===== config.mk =====
export PLATFORM = sky130hd
export DESIGN_NAME = speck_decrypt_core
export DESIGN_NICKNAME = d
export VERILOG_FILES = /design/src/rtl/speck_decrypt_core_pkg.sv /design/src/rtl/speck_decrypt_core_round.sv /design/src/rtl/speck_decrypt_core.sv
export SDC_FILE = /design/constraint.sdc
export NUM_CORES = 2
export LEC_CHECK = 0
export BUFFER_PORTS_ARGS = -buffer_cell sky130_fd_sc_hd__buf_4
export CORE_UTILIZATION = 36
export CTS_CLUSTER_DIAMETER = 120
export DETAILED_ROUTE_END_ITERATION = 8
export HOLD_SLACK_MARGIN = 0.06
export PLACE_DENSITY = 0.53
export SYNTH_ARGS = -nofsm -noshare
export SYNTH_HDL_FRONTEND = slang
export SYNTH_SLANG_ARGS = --single-unit

===== constraint.sdc =====
create_clock -name clk -period 7.1 [get_ports clk]
set_input_delay 1.42 -clock clk [delete_from_list [all_inputs] [get_ports clk]]
set_output_delay 1.42 -clock clk [all_outputs]
set_load 0.01 [all_outputs]

===== src/rtl/speck_decrypt_core_pkg.sv =====
// Shared constants, FSM encoding and rotate helpers for the SPECK128/128 decrypt engine.
// The rotate amounts are fixed, so the helpers are plain bit rewiring with no shifter.
package speck_decrypt_core_pkg;

  localparam int WORD   = 64;
  localparam int ROUNDS = 32;
  localparam int ALPHA  = 8;
  localparam int BETA   = 3;
  localparam int CNT_W  = 5;

  localparam logic [CNT_W-1:0] LAST_EXPAND = CNT_W'(ROUNDS - 2);
  localparam logic [CNT_W-1:0] LAST_ROUND  = CNT_W'(ROUNDS - 1);

  typedef logic [WORD-1:0] word_t;

  typedef enum logic [1:0] {
    ST_IDLE   = 2'd0,
    ST_EXPAND = 2'd1,
    ST_ROUNDS = 2'd2
  } state_t;

  function automatic word_t ror_alpha(input word_t v);
    return {v[ALPHA-1:0], v[WORD-1:ALPHA]};
  endfunction

  function automatic word_t rol_alpha(input word_t v);
    return {v[WORD-1-ALPHA:0], v[WORD-1:WORD-ALPHA]};
  endfunction

  function automatic word_t ror_beta(input word_t v);
    return {v[BETA-1:0], v[WORD-1:BETA]};
  endfunction

  function automatic word_t rol_beta(input word_t v);
    return {v[WORD-1-BETA:0], v[WORD-1:WORD-BETA]};
  endfunction

endpackage


===== src/rtl/speck_decrypt_core_round.sv =====
// Combinational SPECK128 inverse round: undoes one encrypt round given its round key.
module speck_decrypt_core_round
  import speck_decrypt_core_pkg::*;
(
  input  word_t x,
  input  word_t y,
  input  word_t rk,
  output word_t x_next,
  output word_t y_next
);

  // y must be recovered first because x's inverse subtracts the restored y.
  assign y_next = ror_beta(x ^ y);
  assign x_next = rol_alpha((x ^ rk) - y_next);

endmodule


===== src/rtl/speck_decrypt_core.sv =====
// Iterative SPECK128/128 decryption: expands the key into a 32-entry schedule, then
// runs the inverse rounds from rk[31] down to rk[0], one round per clock.
module speck_decrypt_core
  import speck_decrypt_core_pkg::*;
(
  input  logic         clk,
  input  logic         rst,
  input  logic         signal_start,
  input  logic         key_reuse,
  input  logic [127:0] key,
  input  logic [127:0] ciphertext,
  output logic [127:0] plaintext,
  output logic         finished,
  output logic         busy,
  output logic [1:0]   dbg_state
);

  // Handshake: signal_start is a request sampled only in IDLE; one accepted start
  // raises busy until the result edge, where finished pulses for one cycle with
  // plaintext valid. The FSM is already in IDLE during that pulse, so a start
  // presented then is accepted. key/ciphertext are only read on the accepting edge.

  state_t           state_q, state_d;
  word_t            x_q, y_q;
  word_t            k_q, l_q;
  logic [CNT_W-1:0] i_q, r_q;
  logic             key_valid_q;

  word_t            rk_mem [ROUNDS];

  logic             start_accept;
  logic             reuse_hit;
  logic             last_expand;
  logic             last_round;
  word_t            l_new, k_new;
  word_t            rk_cur;
  word_t            x_next, y_next;

  assign dbg_state    = state_q;
  assign start_accept = (state_q == ST_IDLE) && signal_start;
  assign reuse_hit    = key_reuse && key_valid_q;
  assign last_expand  = (i_q == LAST_EXPAND);
  assign last_round   = (r_q == '0);
  assign rk_cur       = rk_mem[r_q];

  // k_q mirrors rk[i], so the schedule step never reads the RAM.
  always_comb begin
    l_new = (k_q + ror_alpha(l_q)) ^ {{(WORD-CNT_W){1'b0}}, i_q};
    k_new = rol_beta(k_q) ^ l_new;
  end

  speck_decrypt_core_round u_round (
    .x      (x_q),
    .y      (y_q),
    .rk     (rk_cur),
    .x_next (x_next),
    .y_next (y_next)
  );

  always_comb begin
    state_d = state_q;
    case (state_q)
      ST_IDLE: begin
        if (signal_start) begin
          state_d = reuse_hit ? ST_ROUNDS : ST_EXPAND;
        end
      end
      ST_EXPAND: begin
        if (last_expand) begin
          state_d = ST_ROUNDS;
        end
      end
      ST_ROUNDS: begin
        if (last_round) begin
          state_d = ST_IDLE;
        end
      end
      default: state_d = ST_IDLE;
    endcase
  end

  always_ff @(posedge clk) begin
    if (rst) begin
      state_q <= ST_IDLE;
    end else begin
      state_q <= state_d;
    end
  end

  always_ff @(posedge clk) begin
    if (rst) begin
      x_q         <= '0;
      y_q         <= '0;
      k_q         <= '0;
      l_q         <= '0;
      i_q         <= '0;
      r_q         <= '0;
      key_valid_q <= 1'b0;
      plaintext   <= '0;
      finished    <= 1'b0;
      busy        <= 1'b0;
    end else begin
      finished <= 1'b0;
      case (state_q)
        ST_IDLE: begin
          if (signal_start) begin
            x_q  <= ciphertext[127:64];
            y_q  <= ciphertext[63:0];
            busy <= 1'b1;
            if (reuse_hit) begin
              r_q <= LAST_ROUND;
            end else begin
              k_q         <= key[127:64];
              l_q         <= key[63:0];
              i_q         <= '0;
              key_valid_q <= 1'b0;
            end
          end
        end
        ST_EXPAND: begin
          l_q <= l_new;
          k_q <= k_new;
          if (last_expand) begin
            key_valid_q <= 1'b1;
            r_q         <= LAST_ROUND;
          end else begin
            i_q <= i_q + CNT_W'(1);
          end
        end
        ST_ROUNDS: begin
          x_q <= x_next;
          y_q <= y_next;
          if (last_round) begin
            plaintext <= {x_next, y_next};
            finished  <= 1'b1;
            busy      <= 1'b0;
          end else begin
            r_q <= r_q - CNT_W'(1);
          end
        end
        default: ;
      endcase
    end
  end

  // Schedule storage has no reset; key_valid_q alone decides whether it may be reused.
  always_ff @(posedge clk) begin
    if (start_accept && !reuse_hit) begin
      rk_mem[0] <= key[127:64];
    end else if (state_q == ST_EXPAND) begin
      rk_mem[i_q + CNT_W'(1)] <= k_new;
    end
  end

endmodule


Word level (Yosys, flattened, before mapping)
Memory sizes are Yosys's and may differ from the RTL's. A register that Yosys moved wholly into a read port is not among the register bits.
Index checks and enable logic that the tools add are counted.
W data, S select, Z words.
{"block": "word_totals", "reg_bits": 399, "word_cells": 92, "out_inout_bits": 132, "input_bits": 260, "ramBits": 2048, "memories": 1}
{"memory": "rk_mem", "words": 32, "word_bits": 64, "read_ports": 1, "rd_ports_with_merged_regs": 1, "write_ports": 1, "line": "speck_decrypt_core.sv:29", "rtl": "word_t rk_mem [ROUNDS];"}
{"block": "op_classes", "muxes": 42, "add_sub_neg": 4, "n_bitwise": 5, "eq_ne": 10, "reduce_logical": 19}
{"op": "$pmux W64 S2", "n": 4}
{"op": "$mux W64", "n": 7}
{"op": "$xor A64 B64 Y64", "n": 3}
{"op": "$add A64 B64 Y64", "n": 1}
{"op": "$reduce_or A64 Y1", "n": 1}
{"op": "$sub A64 B64 Y64", "n": 1}
{"op": "$xor A64 B5 Y64", "n": 1}
{"op": "$mux W5", "n": 10}
{"op": "$pmux W5 S3", "n": 1}
{"op": "$ne A2 B2 Y1 const B", "n": 7}
{"op": "$mux W1", "n": 12}
{"op": "$pmux W5 S2", "n": 1}
{"op": "$reduce_and A3 Y1", "n": 3}
{"op": "$mux W2", "n": 4}
{"op": "$reduce_and A4 Y1", "n": 2}
{"op": "$pmux W2 S3", "n": 1}
{"op": "$add A5 B1 Y5 const B", "n": 1}
{"op": "$eq A5 B5 Y1 const B", "n": 1}
{"op": "$logic_not A5 Y1", "n": 1}
{"op": "$reduce_and A5 Y1", "n": 1}
{"op": "$sub A5 B1 Y5 const B", "n": 1}
{"op": "$pmux W1 S2", "n": 2}
{"op": "$reduce_and A2 Y1", "n": 2}
{"op": "$reduce_bool A2 Y1", "n": 2}
{"op": "8 further kinds", "n": 10}

Logic depth before layout (Yosys ltp)
{"block": "logic_depth", "depth_word": 7, "mapped_depth": 20, "mapped_depth_nobuf": 16}

Cells and area by module
From an unflattened synthesis, not the netlist that was laid out.
{"block": "hier_totals", "cells_unflattened": 6390, "hier_area_um2": 103680.7}
{"module": "speck_decrypt_core", "seq_area_each_um2": 69586.7, "instances": 1, "area_per_inst_um2": 98673.4, "cells_each": 5653}
{"module": "speck_decrypt_core_round", "seq_area_each_um2": 0.0, "instances": 1, "area_per_inst_um2": 5007.3, "cells_each": 737}

Worst setup path before layout
No wires, ideal clock.
{"block": "synth_timing", "path_kind": "input port to flip-flop", "startpoint": "input port signal_start", "endpoint": "memory rk_mem[20][0] in the netlist's numbering (enable)", "required_ns": 6.613, "arrival_time_ns": 5.405, "n_path_buf": 2, "slack_ns": 1.208, "stages": 6, "path_cell_list": "or3b_2 > clkbuf_1 > a21oi_1 > clkbuf_1 > a31oi_1 > nor2_1"}
{"block": "synth_between", "elab_chain_cells": 6, "elab_cells_between_ends": 9, "cone_classes": "mux (6); reduce/logical (3)"}
{"element": "start: declaration", "line": "speck_decrypt_core.sv:8", "rtl": "input logic signal_start,"}
{"element": "$logic_and A1 B1 Y1 (*)", "line": "speck_decrypt_core.sv:40", "rtl": "assign start_accept = (state_q == ST_IDLE) && signal_start;"}
{"element": "$logic_and A1 B1 Y1 (*)", "line": "speck_decrypt_core.sv:148", "rtl": "if (start_accept && !reuse_hit) begin"}
{"element": "$mux W1", "line": "speck_decrypt_core.sv:148"}
{"element": "$mux W1 (implied by the code)", "line": "speck_decrypt_core.sv:151", "rtl": "rk_mem[i_q + CNT_W'(1)] <= k_new;"}
{"element": "$reduce_or A64 Y1 (no source line)"}
{"element": "$mux W5 (no source line) / $mux W1 (equally long branches)"}
{"element": "end: declaration", "line": "speck_decrypt_core.sv:29"}
Every way passes the cells marked *; elsewhere a longest branch is shown, timed or not.

==> results <==
- The number of failing hold endpoints at the final stage came to 0.
- In this run, post-CTS hold repair placed 0 buffers.
- The worst max-slew margin expressed relative to the limit is a little over an eighth.
- The largest total area in the synthesized netlist belongs to sky130_fd_sc_hd__edfxtp_1.
- Clock tree synthesis selected as its root buffer the cell sky130_fd_sc_hd__clkbuf_16.
- The startpoint-to-endpoint class of the critical path is flop to flop.
- The clock passes through at most 4 buffers.
- The total grt overflow is 0.
- The most used flip-flop cell after synthesis is sky130_fd_sc_hd__edfxtp_1.
- The total placed cells including tap cells is around 10k.
- Setup repair after global routing left no endpoint under its margin.
- The number of flops mapped to enable cells by yosys is roughly 2.0k.
- The synthesized area per cell is 16.4 µm².
- The worst reg-to-reg path cell count is 18.
- In this run, flip-flops and latches consume 48.3% of the power.
- Timing would allow up to 0.152 GHz.
- The number of global-route vias before repair is 60.1k.
- The part of the total power dissipated in the clock network is 39.2%.
- Dividing the detail-routed wire length by the instance count gives 32.4 µm.
- The critical path endpoint is x_q[50].
- Data on the critical path arrives at its endpoint at roughly 7400 ps.
- The total of buffers placed on input and output ports is 391.
- After synthesis, the most frequently instantiated cells are 2048 x sky130_fd_sc_hd__edfxtp_1, 640 x sky130_fd_sc_hd__mux4_2, 523 x sky130_fd_sc_hd__nor2_1.
- Setup violations remaining at the end of the flow were counted as 0.
- Internal power comes to 25.2 mW.
- The summed instance area of the synthesized netlist is 0.103 mm².
- IR analysis of the VDD net gives a maximum drop of 218 µV.
- The total wirelength of the detailed-routed design is 349 mm.
- The power density over the cells is 283 mW/mm².
- Once the clock tree was built, the resizer swapped 0 gates to a different size.
- The fraction of power consumed by combinational cells is 12.5%.
- The worst setup path is launched from a flop.
- The number of warnings printed during yosys synthesis is 0.
- The number of nets produced by synthesis is 6692.
- The clock skew after layout is about 80 ps.
- At the later pin of the worst-skew pair, clock insertion delay measures 940 ps.
- The netlist uses 84 different library cells.
- In the post-synthesis netlist, the cell with the most instances is sky130_fd_sc_hd__edfxtp_1.
- The share of the Yosys chip area taken by registers is 67.5%.
- The proportion of netlist area held by the largest area contributor is 59.7%.
- The first global-routing pass estimated 481 mm of wire.
- The fraction of layout instances using a drive strength above 1 is between 20 and 30%.
- Yosys attributes the largest share of cell area to sky130_fd_sc_hd__edfxtp_1 60%, sky130_fd_sc_hd__mux4_2 14%, sky130_fd_sc_hd__dfxtp_1 7.8%, sky130_fd_sc_hd__xnor2_1 2.0%, sky130_fd_sc_hd__nor2_1 1.9%.
- The initial antenna violation count was 33.
- The setup check on the worst reg-to-reg path leaves a slack of 510 ps.
- The total of fill cells in the finished design is approximately 26k.
- CTS saw 2452 sinks.
- The smallest clock period supported by the final layout is computed as 6590 ps.
- The post-route antenna net violation count is 0.
- After layout, the worst path uses 92.9% of the clock period.
- The flip-flop and latch count after synthesis is around 2.5k.
- The net switching power is 8.89 mW.
- The slew at the pin closest to its max-slew limit is 1300 ps.
- The final HPWL from detailed placement is 223 mm.
- The largest fanout of any net on the critical path is 28.
- The die area is ~0.29 mm².
- Counting flops with an async set or reset pin after synthesis yields a share of 0%.
- During I/O placement, the number of pins put on the boundary was 392.
- The die extent in x is 537 µm.
- Across the run, the number of max-cap violations was 0.
- TritonCTS created approximately 250 clock buffers.
- The global placement routability congestion is 0.923.
- The class of the worst hold path is flop to flop.
- In this run the vertical extent of the chip is 537 µm.
- After floorplanning, the core was divided into 196 placement rows.
- Entering global routing, the biggest net connects 131 pins.
- TritonCTS built the clock tree.
- In this run the static leakage power is 38.4 nW.
- Before antenna repair, the detailed router went through 8 iterations.
- Synthesis produced between 6k and 7k cells.
- The total negative slack for setup checks is 0 ps.
- The area growth from synthesis to layout is 16.7%.
- The worst setup path is captured at a flop.
- For this run, design rule violations remaining after detail routing come to 0.
- The flow ran to the end, and the final reports show no timing, DRC or antenna violations.
- The first routing iteration left between 6k and 7k violations.
- The overall track demand over capacity in global routing is 23.8%.
- For the worst setup path, the data required time is 7860 ps.
- The number of vias in the routed layout is 62.1k.
- The via density per instance is roughly 5.8.
- The final cell count without fillers is 10.8k.
- The endpoint identified for the worst register-to-register timing path is x_q[50].
- The starting density of the core is ~36%.
- After clock tree synthesis, the clock-pin slew on the worst setup and hold paths is 70 ps.
- In the final design database the tool counted 7169 nets.
- The core outline area is 0.285 mm².
- The max-slew violation count is 0.
- Net switching is 26.1% of the power.
- The clock tree synthesis step divided the H-tree into 4 levels.
- The post-CTS setup repair buffer count is 0.
[flip-flops by register name, summed over array words and instances (netlist names), 2 cells and up, named ones only]
name and cells:
plaintext 128, k_q 64, i_q 5, r_q 5, x_q 64, l_q 64, rk_mem 2048, dbg_state 2
y_q 64
[how the worst min path moves through the flow]
stage	start	to	slack, ps	depth (start not counted)
2_1_floorplan	y_q[0]	y_q[0]	450	2
3_3_place_gp	plaintext[99]	plaintext[99]	450	2
3_5_place_dp	plaintext[87]	plaintext[87]	450	2
4_1_cts	plaintext[87]	plaintext[87]	460	2
5_1_grt	plaintext[87]	plaintext[87]	470	2
6_report	plaintext[93]	plaintext[93]	450	2
[logic make-up after synthesis]
logic type,synth area share [%]
adder cells (fa/ha/maj),1.71
AO/OA/AOI/OAI,6.22
XOR/XNOR,2.65
multiplexers,14.8
buffers and inverters,1.60
flip-flops,67.5
AND/OR/NAND/NOR,5.51
[critical path, stage by stage, from the launching register on]
cell	delay (ps)
sky130_fd_sc_hd__dfxtp_4	630
sky130_fd_sc_hd__buf_12	300
sky130_fd_sc_hd__buf_4	480
sky130_fd_sc_hd__mux4_2	570
sky130_fd_sc_hd__mux4_2	480
sky130_fd_sc_hd__mux2i_1	500
sky130_fd_sc_hd__buf_4	260
sky130_fd_sc_hd__xnor2_1	70
sky130_fd_sc_hd__ha_1	390
sky130_fd_sc_hd__nand2_1	70
sky130_fd_sc_hd__o21ai_0	230
sky130_fd_sc_hd__nor2b_1	170
sky130_fd_sc_hd__a2111o_2	220
sky130_fd_sc_hd__nand4b_1	240
sky130_fd_sc_hd__a21boi_0	760
sky130_fd_sc_hd__a21boi_0	370
sky130_fd_sc_hd__o21bai_1	270
sky130_fd_sc_hd__xnor2_1	220
sky130_fd_sc_hd__a211oi_1	120
[metal layers]
layer,up-vias,GRT usage [%],wire [µm]
li1,26000,-,-
met1,33000,32.0,145000
met2,2630,38.9,167000
met3,464,3.57,23500
met4,10,8.94,12900
met5,-,0,69
[cell type report]
class	count	area, µm²	area share (%)
Sequential cell	2452	69600	57.9
Timing Repair Buffer	613	5080	4.23
Tap cell	3762	4710	3.91
Multi-Input combinational cell	3418	32500	27.0
Inverter	39	146	0.122
Clock buffer	277	6320	5.26
Antenna cell	26	65.1	0.0541
Clock inverter	171	1830	1.52
[power groups by stage]
stage | logic (mW) | clock network (mW) | registers [mW]
after detailed placement | 4.22 | 0 | 16.7
after global routing | 4.53 | 14.0 | 16.4
after floorplan | 2.41 | 0 | 16.7
after CTS | 4.24 | 13.5 | 16.4
after global placement | 4.18 | 0 | 16.7
final | 4.27 | 13.3 | 16.4
[per-stage QoR]
stage | setup WS, ps | hold slack [ps] | utilization (%) | total power [mW] | area (µm²)
6_report | 505 | 454 | 42.2 | 34.0 | 120000
2_1_floorplan | 1210 | 449 | - | 19.1 | 103000
3_3_place_gp | 532 | 446 | 39.3 | 20.9 | 112000
3_5_place_dp | 584 | 447 | 39.3 | 21.0 | 112000
4_1_cts | 527 | 456 | 42.2 | 34.2 | 120000
5_1_grt | 140 | 473 | 42.2 | 35.0 | 120000
[cells in the final DEF, fill, tap and decap left out, types with 30 or more instances in the layout]
master	synthesis	routed
sky130_fd_sc_hd__edfxtp_1	2048	2048
sky130_fd_sc_hd__mux4_2	640	640
sky130_fd_sc_hd__buf_4	0	574
sky130_fd_sc_hd__nand2_1	507	503
sky130_fd_sc_hd__nor2_1	523	460
sky130_fd_sc_hd__dfxtp_1	404	399
sky130_fd_sc_hd__a21oi_1	277	270
sky130_fd_sc_hd__clkbuf_16	0	246
sky130_fd_sc_hd__xnor2_1	230	230
sky130_fd_sc_hd__ha_1	138	138
sky130_fd_sc_hd__a211oi_1	91	91
sky130_fd_sc_hd__a311oi_1	79	79
sky130_fd_sc_hd__mux2i_1	79	78
sky130_fd_sc_hd__a21o_1	73	73
sky130_fd_sc_hd__xor2_1	72	72
sky130_fd_sc_hd__a221oi_1	70	70
sky130_fd_sc_hd__o21ai_0	80	60
sky130_fd_sc_hd__a22oi_1	50	50
sky130_fd_sc_hd__clkinv_2	0	48
sky130_fd_sc_hd__clkinv_1	0	48
sky130_fd_sc_hd__nand3_1	44	44
sky130_fd_sc_hd__nor3_1	44	44
sky130_fd_sc_hd__nor2_4	0	44
sky130_fd_sc_hd__nand4_1	42	42
sky130_fd_sc_hd__inv_1	39	39
sky130_fd_sc_hd__buf_12	0	38
sky130_fd_sc_hd__bufinv_16	0	34
sky130_fd_sc_hd__o21bai_1	33	33
sky130_fd_sc_hd__and3_1	30	30
No activity file was read; power rests on OpenSTA's default activity.
